### src/rtl/bp_pkg.sv
// Shared branch-predictor definitions: opcode constant and the saturating-counter helpers.
package bp_pkg;

  localparam logic [6:0] OPC_BRANCH = 7'b1100011;

  // Helpers work on a wide carrier; callers truncate to their own CNT_BITS.
  localparam int CNT_W_MAX = 16;
  typedef logic [CNT_W_MAX-1:0] cnt_t;

  // Weakly-not-taken: MSB clear, every lower bit set.
  function automatic cnt_t cnt_wnt(input int unsigned bits);
    return (cnt_t'(1) << (bits - 1)) - cnt_t'(1);
  endfunction

  function automatic cnt_t cnt_sat(input cnt_t c, input logic up, input int unsigned bits);
    cnt_t max_v;
    max_v = (cnt_t'(1) << bits) - cnt_t'(1);
    if (up) return (c == max_v) ? c : c + cnt_t'(1);
    else    return (c == '0)    ? c : c - cnt_t'(1);
  endfunction

endpackage

### src/rtl/bp_pht.sv
// Pattern history table: one saturating counter per entry, one read and one write port.
module bp_pht
  import bp_pkg::*;
#(
  parameter int N_ENTRIES = 16,
  parameter int CNT_BITS  = 2,
  localparam int IDX_BITS = $clog2(N_ENTRIES)
) (
  input  logic                clk,
  input  logic                arst_n,
  input  logic [IDX_BITS-1:0] rd_idx,
  output logic                rd_msb,
  input  logic                wr_en,
  input  logic [IDX_BITS-1:0] wr_idx,
  input  logic                wr_taken
);

  localparam logic [CNT_BITS-1:0] WNT = CNT_BITS'(cnt_wnt(CNT_BITS));

  logic [N_ENTRIES-1:0][CNT_BITS-1:0] cnt_q;

  always_ff @(posedge clk or negedge arst_n) begin
    if (!arst_n)
      cnt_q <= {N_ENTRIES{WNT}};
    else if (wr_en)
      cnt_q[wr_idx] <= CNT_BITS'(cnt_sat(cnt_t'(cnt_q[wr_idx]), wr_taken, CNT_BITS));
  end

  assign rd_msb = cnt_q[rd_idx][CNT_BITS-1];

endmodule

### src/rtl/branch_predictor_btb.sv
// IF-stage branch predictor: tagged BTB for targets, bimodal/gshare PHT for direction.
module branch_predictor_btb
  import bp_pkg::*;
#(
  parameter int XLEN      = 64,
  parameter int N_ENTRIES = 16,
  parameter int IDX_LO    = 2,
  parameter int TAG_BITS  = 8,
  parameter int CNT_BITS  = 2,
  parameter int GHR_BITS  = 0,
  localparam int IDX_BITS = $clog2(N_ENTRIES),
  localparam int GW       = (GHR_BITS > 0) ? GHR_BITS : 1
) (
  input  logic            clk,
  input  logic            arst_n,
  input  logic [XLEN-1:0] if_pc,
  output logic            pred_hit,
  output logic            pred_taken,
  output logic [XLEN-1:0] pred_target,
  output logic [GW-1:0]   pred_ghr,
  input  logic            upd_valid,
  input  logic [XLEN-1:0] upd_pc,
  input  logic            upd_taken,
  input  logic [XLEN-1:0] upd_target,
  input  logic [GW-1:0]   upd_ghr,
  input  logic            flush
);

  localparam int TAG_LO = IDX_LO + IDX_BITS;

  logic [N_ENTRIES-1:0]               valid_q;
  logic [N_ENTRIES-1:0][TAG_BITS-1:0] tag_q;
  logic [N_ENTRIES-1:0][XLEN-1:0]     tgt_q;
  logic [GW-1:0]                      ghr_q;

  logic [IDX_BITS-1:0] btb_idx, upd_idx, pht_rd_idx, pht_wr_idx, upd_hx;
  logic [TAG_BITS-1:0] if_tag, upd_tag;
  logic                pht_msb, upd_en;

  assign btb_idx = if_pc[IDX_LO +: IDX_BITS];
  assign if_tag  = if_pc[TAG_LO +: TAG_BITS];
  assign upd_idx = upd_pc[IDX_LO +: IDX_BITS];
  assign upd_tag = upd_pc[TAG_LO +: TAG_BITS];
  assign upd_en  = upd_valid & ~flush;

  // ghr_q is tied to zero in bimodal mode, so only the update side needs masking.
  assign upd_hx     = (GHR_BITS > 0) ? IDX_BITS'(upd_ghr) : '0;
  assign pht_rd_idx = btb_idx ^ IDX_BITS'(ghr_q);
  assign pht_wr_idx = upd_idx ^ upd_hx;

  bp_pht #(.N_ENTRIES(N_ENTRIES), .CNT_BITS(CNT_BITS)) u_pht (
    .clk      (clk),
    .arst_n   (arst_n),
    .rd_idx   (pht_rd_idx),
    .rd_msb   (pht_msb),
    .wr_en    (upd_en),
    .wr_idx   (pht_wr_idx),
    .wr_taken (upd_taken)
  );

  // Only taken branches allocate; a not-taken resolve never touches the BTB.
  always_ff @(posedge clk or negedge arst_n) begin
    if (!arst_n) begin
      valid_q <= '0;
      tag_q   <= '0;
      tgt_q   <= '0;
    end else if (flush) begin
      valid_q <= '0;
    end else if (upd_valid && upd_taken) begin
      valid_q[upd_idx] <= 1'b1;
      tag_q[upd_idx]   <= upd_tag;
      tgt_q[upd_idx]   <= upd_target;
    end
  end

  generate
    if (GHR_BITS > 0) begin : g_ghr
      // History is rebuilt from the fetch-time snapshot, which undoes wrong-path shifts.
      always_ff @(posedge clk or negedge arst_n) begin
        if (!arst_n)        ghr_q <= '0;
        else if (flush)     ghr_q <= '0;
        else if (upd_valid) ghr_q <= GW'({upd_ghr, upd_taken});
      end
    end else begin : g_no_ghr
      assign ghr_q = '0;
    end
  endgenerate

  assign pred_hit    = valid_q[btb_idx] && (tag_q[btb_idx] == if_tag);
  assign pred_taken  = pred_hit & pht_msb;
  assign pred_target = pred_hit ? tgt_q[btb_idx] : '0;
  assign pred_ghr    = ghr_q;

  logic unused_pc_bits;
  assign unused_pc_bits = ^if_pc ^ ^upd_pc;

endmodule

### config.mk
export PLATFORM = sky130hd
export DESIGN_NAME = branch_predictor_btb
export DESIGN_NICKNAME = d
export VERILOG_FILES = /design/src/rtl/bp_pkg.sv /design/src/rtl/bp_pht.sv /design/src/rtl/branch_predictor_btb.sv
export SDC_FILE = /design/constraint.sdc
export NUM_CORES = 2
export LEC_CHECK = 0
export BUFFER_PORTS_ARGS = -buffer_cell sky130_fd_sc_hd__buf_4
export CAP_MARGIN = 20
export CELL_PAD_IN_SITES_DETAIL_PLACEMENT = 2
export CELL_PAD_IN_SITES_GLOBAL_PLACEMENT = 2
export CORE_MARGIN = 2
export CORE_UTILIZATION = 25
export CTS_BUF_LIST = sky130_fd_sc_hd__clkbuf_4 sky130_fd_sc_hd__clkbuf_8
export CTS_CLUSTER_DIAMETER = 100
export DETAILED_ROUTE_END_ITERATION = 8
export PLACE_DENSITY = 0.58
export SYNTH_ARGS = -nofsm -noshare
export SYNTH_HDL_FRONTEND = slang
export SYNTH_SLANG_ARGS = --single-unit
### constraint.sdc
create_clock -name clk -period 2.42 [get_ports clk]
set_input_delay 0.121 -clock clk [delete_from_list [all_inputs] [get_ports clk]]
set_output_delay 0.121 -clock clk [all_outputs]
set_load 0.005 [all_outputs]
==> results.toml <==
[power]
ir_drop_mv = 0.445
p_leak_uw = 0.0306
powerDensity_nw_per_um2 = 783

[floorplan]
dieArea_um2 = 220000
ioPinCount = 265
placementRows = 170
core_um2 = 215000
initial_utilization_pct = 25.2
die_y_um = 469
fp.dieW_um = 469

[worst_setup_path]
worstPathArrival_ps = 3720
cp.required_ps = 2300
cp-start-kind = "register"
worstPathMaxFanout = 32
reg2reg_setup_slack_ps = 220
crit_path_end_kind = "output port"
worstSetupPathType = "reg -> out"

[synth]
ys_seq_elements = 1200
yosysWarnings = 0
synth_nets = 3475
syn_area_um2 = 54100
syn_inst = 3277
synth-async-reset-ratio_pct = 100
seq_area_frac_synth_pct = 55.5
synth_enable_flop_cells = 0
ys_types = 36
synth_ff_type = "dfrtp_1"
avgSynthCellArea_um2 = 16.5

[clock_tree]
cts_tree = "done"
cts_buffer_depth = 3
insertion_delay_ps = 940
cts_sinks = 1200
root_buffer = "clkbuf_8"
h-tree-depth = 4
path_clk_slew_ps = 60
cts_made_buffers = 214

[routing]
via_count = 31200
routedWlPerCell_um = 24.9
antenna_left = 0
dr.pass1.iters = 4
drt_iter0_drc = 1226
routed_wl_mm = 166
drc = 0
vias_per_cell = 4.68

[grt]
overflow = 0
grt_first_pass_wirelength_mm = 253
grt_max_degree = 101
track_usage_pct = 15.3
grt_antenna_before_repair = 28
grt_pass1_vias = 36000

[sta]
worst_slack_ps = -1430
finalHoldViolCount = 0
slew_headroom_pct = 45.8
fmax_ghz = 0.260
drv_slew = 0
worst_pin_slew_ps = 813
timing.final.crit_share_pct = 159
rsz0062_at_grt = "yes"
fin_worst_skew_ps = 20.7
setup_viol = 66
fin_crit_ps = 3850

[cells_and_area]
mostFrequentLayoutCell = "dfrtp_1"
area_growth_pct = 22.2
fillers = 21900
final_cells = 6679
final_layout_size_suffix_gt1_share_pct = 59.8
multi_input_area_um2 = 22900
mostFrequentLayoutCells = "dfrtp_1 (1184), mux2_2 (1154), mux4_2 (373), clkbuf_8 (283), buf_4 (251)"
finish.net_count = 3849
regArea_um2 = 30000
fin_area_um2 = 66200

[worst_hold_path]
min_path_type = "in -> reg"

[run]
maxCapViolations = 0

[status]
violations = "negative setup slack"
status = "finished, violations left"

[placed_design]
portBuffers = 158
place.gp.congestion = 0.725
dp_cells = 6151
dp_hpwl_mm = 97.1
postPlaceCellArea_um2 = 60100
## area by class of cell
cell class / instances / share of cell area (%)
Timing Repair Buffer: 453 / 7.14
Antenna cell: 11 / 0.0416
Tap cell: 2838 / 5.37
Clock buffer: 359 / 6.75
Multi-Input combinational cell: 1763 / 34.7
Sequential cell: 1200 / 45.4
Inverter: 19 / 0.108
Clock inverter: 36 / 0.514
## synth_stat cells, drive strengths merged, types with 2 or more instances
cell    number  area (µm²)
and3        66         413
buf         54         344
clkbuf     241         906
dfrtp     1184       29600
dfstp       16         420
inv         19        71.3
mux2      1154       13000
mux2i       14         140
mux4       373        8410
nand2       51         191
nand3       19        95.1
nand3b       3        22.5
nand4        5        31.3
nor2         4        15.0
nor2b        3        18.8
nor3         2        15.0
o21ai       49         245
or3          2        12.5
xor2         7        61.3
## sequential cells by signal (all words and copies together), names as in the netlist
name / count
tag_q: 128
u_pht.cnt_q: 32
valid_q: 16
tgt_q: 1024
## metal layers
layer  track usage [%]  wire length (µm)  vias to the layer above
li1                  -                 -                    13100
met1              20.1             74600                    17300
met2              25.8             83000                      478
met3              2.33              4310                      274
met4              4.67              4080                       14
met5                 0                92                        -
## critical path, stage by stage, from the launching register on
cell and delay, ps:
dfrtp_1 380, mux4_2 480, mux4_2 490, xor2_1 160, a31o_1 210, a2111oi_4 270, buf_4 210, buf_16 210
and3_1 210, buf_4 110
## timing repair
action,in CTS,in global routing
pin swaps,1,0
setup endpoints to repair,66,66
buffers inserted,3,1
hold endpoints to repair,2399,0
resized for setup,9,2
hold buffers,118,0
## final timing paths
| check | from | end | cells past startpoint |
|---|---|---|---|
| setup / recovery | tag_q[95]$_DFFE_PN0P_ | pred_target[17] | 9 |
| hold / removal | upd_target[47] | tgt_q[559]$_DFFE_PN0P_ | 3 |
| setup reg to reg | u_pht.cnt_q[30]$_DFFE_PN1P_ | u_pht.cnt_q[4]$_DFFE_PN1P_ | 5 |
| hold reg to reg | u_pht.cnt_q[22]$_DFFE_PN1P_ | u_pht.cnt_q[22]$_DFFE_PN1P_ | 2 |
| max in group asynchronous | arst_n | tgt_q[12]$_DFFE_PN0P_ | 5 |
| min in group asynchronous | arst_n | tgt_q[373]$_DFFE_PN0P_ | 4 |
## logic make-up (layout without fill, tap and decap cells)
logic type / Yosys count / in the layout / synth area share [%]
XOR/XNOR: 8 / 8 / 0.129
AND/OR/NAND/NOR: 158 / 158 / 1.54
AO/OA/AOI/OAI: 54 / 54 / 0.562
flip-flops: 1200 / 1200 / 55.5
multiplexers: 1541 / 1541 / 39.8
buffers and inverters: 314 / 867 / 2.44
adder cells (fa/ha/maj): 1 / 1 / 0.0185
other: 1 / 12 / 0.00693
## power breakdown
part           total [µW]  internal (µW)  switching, µW  leakage (µW)
registers           24100          22800           1330        0.0159
clock network       20900          11800           9090       0.00258
logic                6800           4030           2770        0.0121
total               51800          38600          13200        0.0306
## per-stage QoR
stage / power (µW) / setup TNS [ps] / worst slack [ps] / hold WS [ps] / utilization, %
after global placement: 30800 / -27280 / -489 / 98.7 / 28.0
after detailed placement: 31200 / -27330 / -482 / 95.4 / 28.0
final: 51800 / -91310 / -1430 / 118 / 30.8
after global routing: 54500 / -103030 / -1610 / 55.4 / 30.8
after CTS: 52800 / -99100 / -1550 / 0.106 / 30.8
after floorplan: 28500 / -465 / -8.99 / -175 / -
Note: power is estimated with default switching activity, not from simulation.
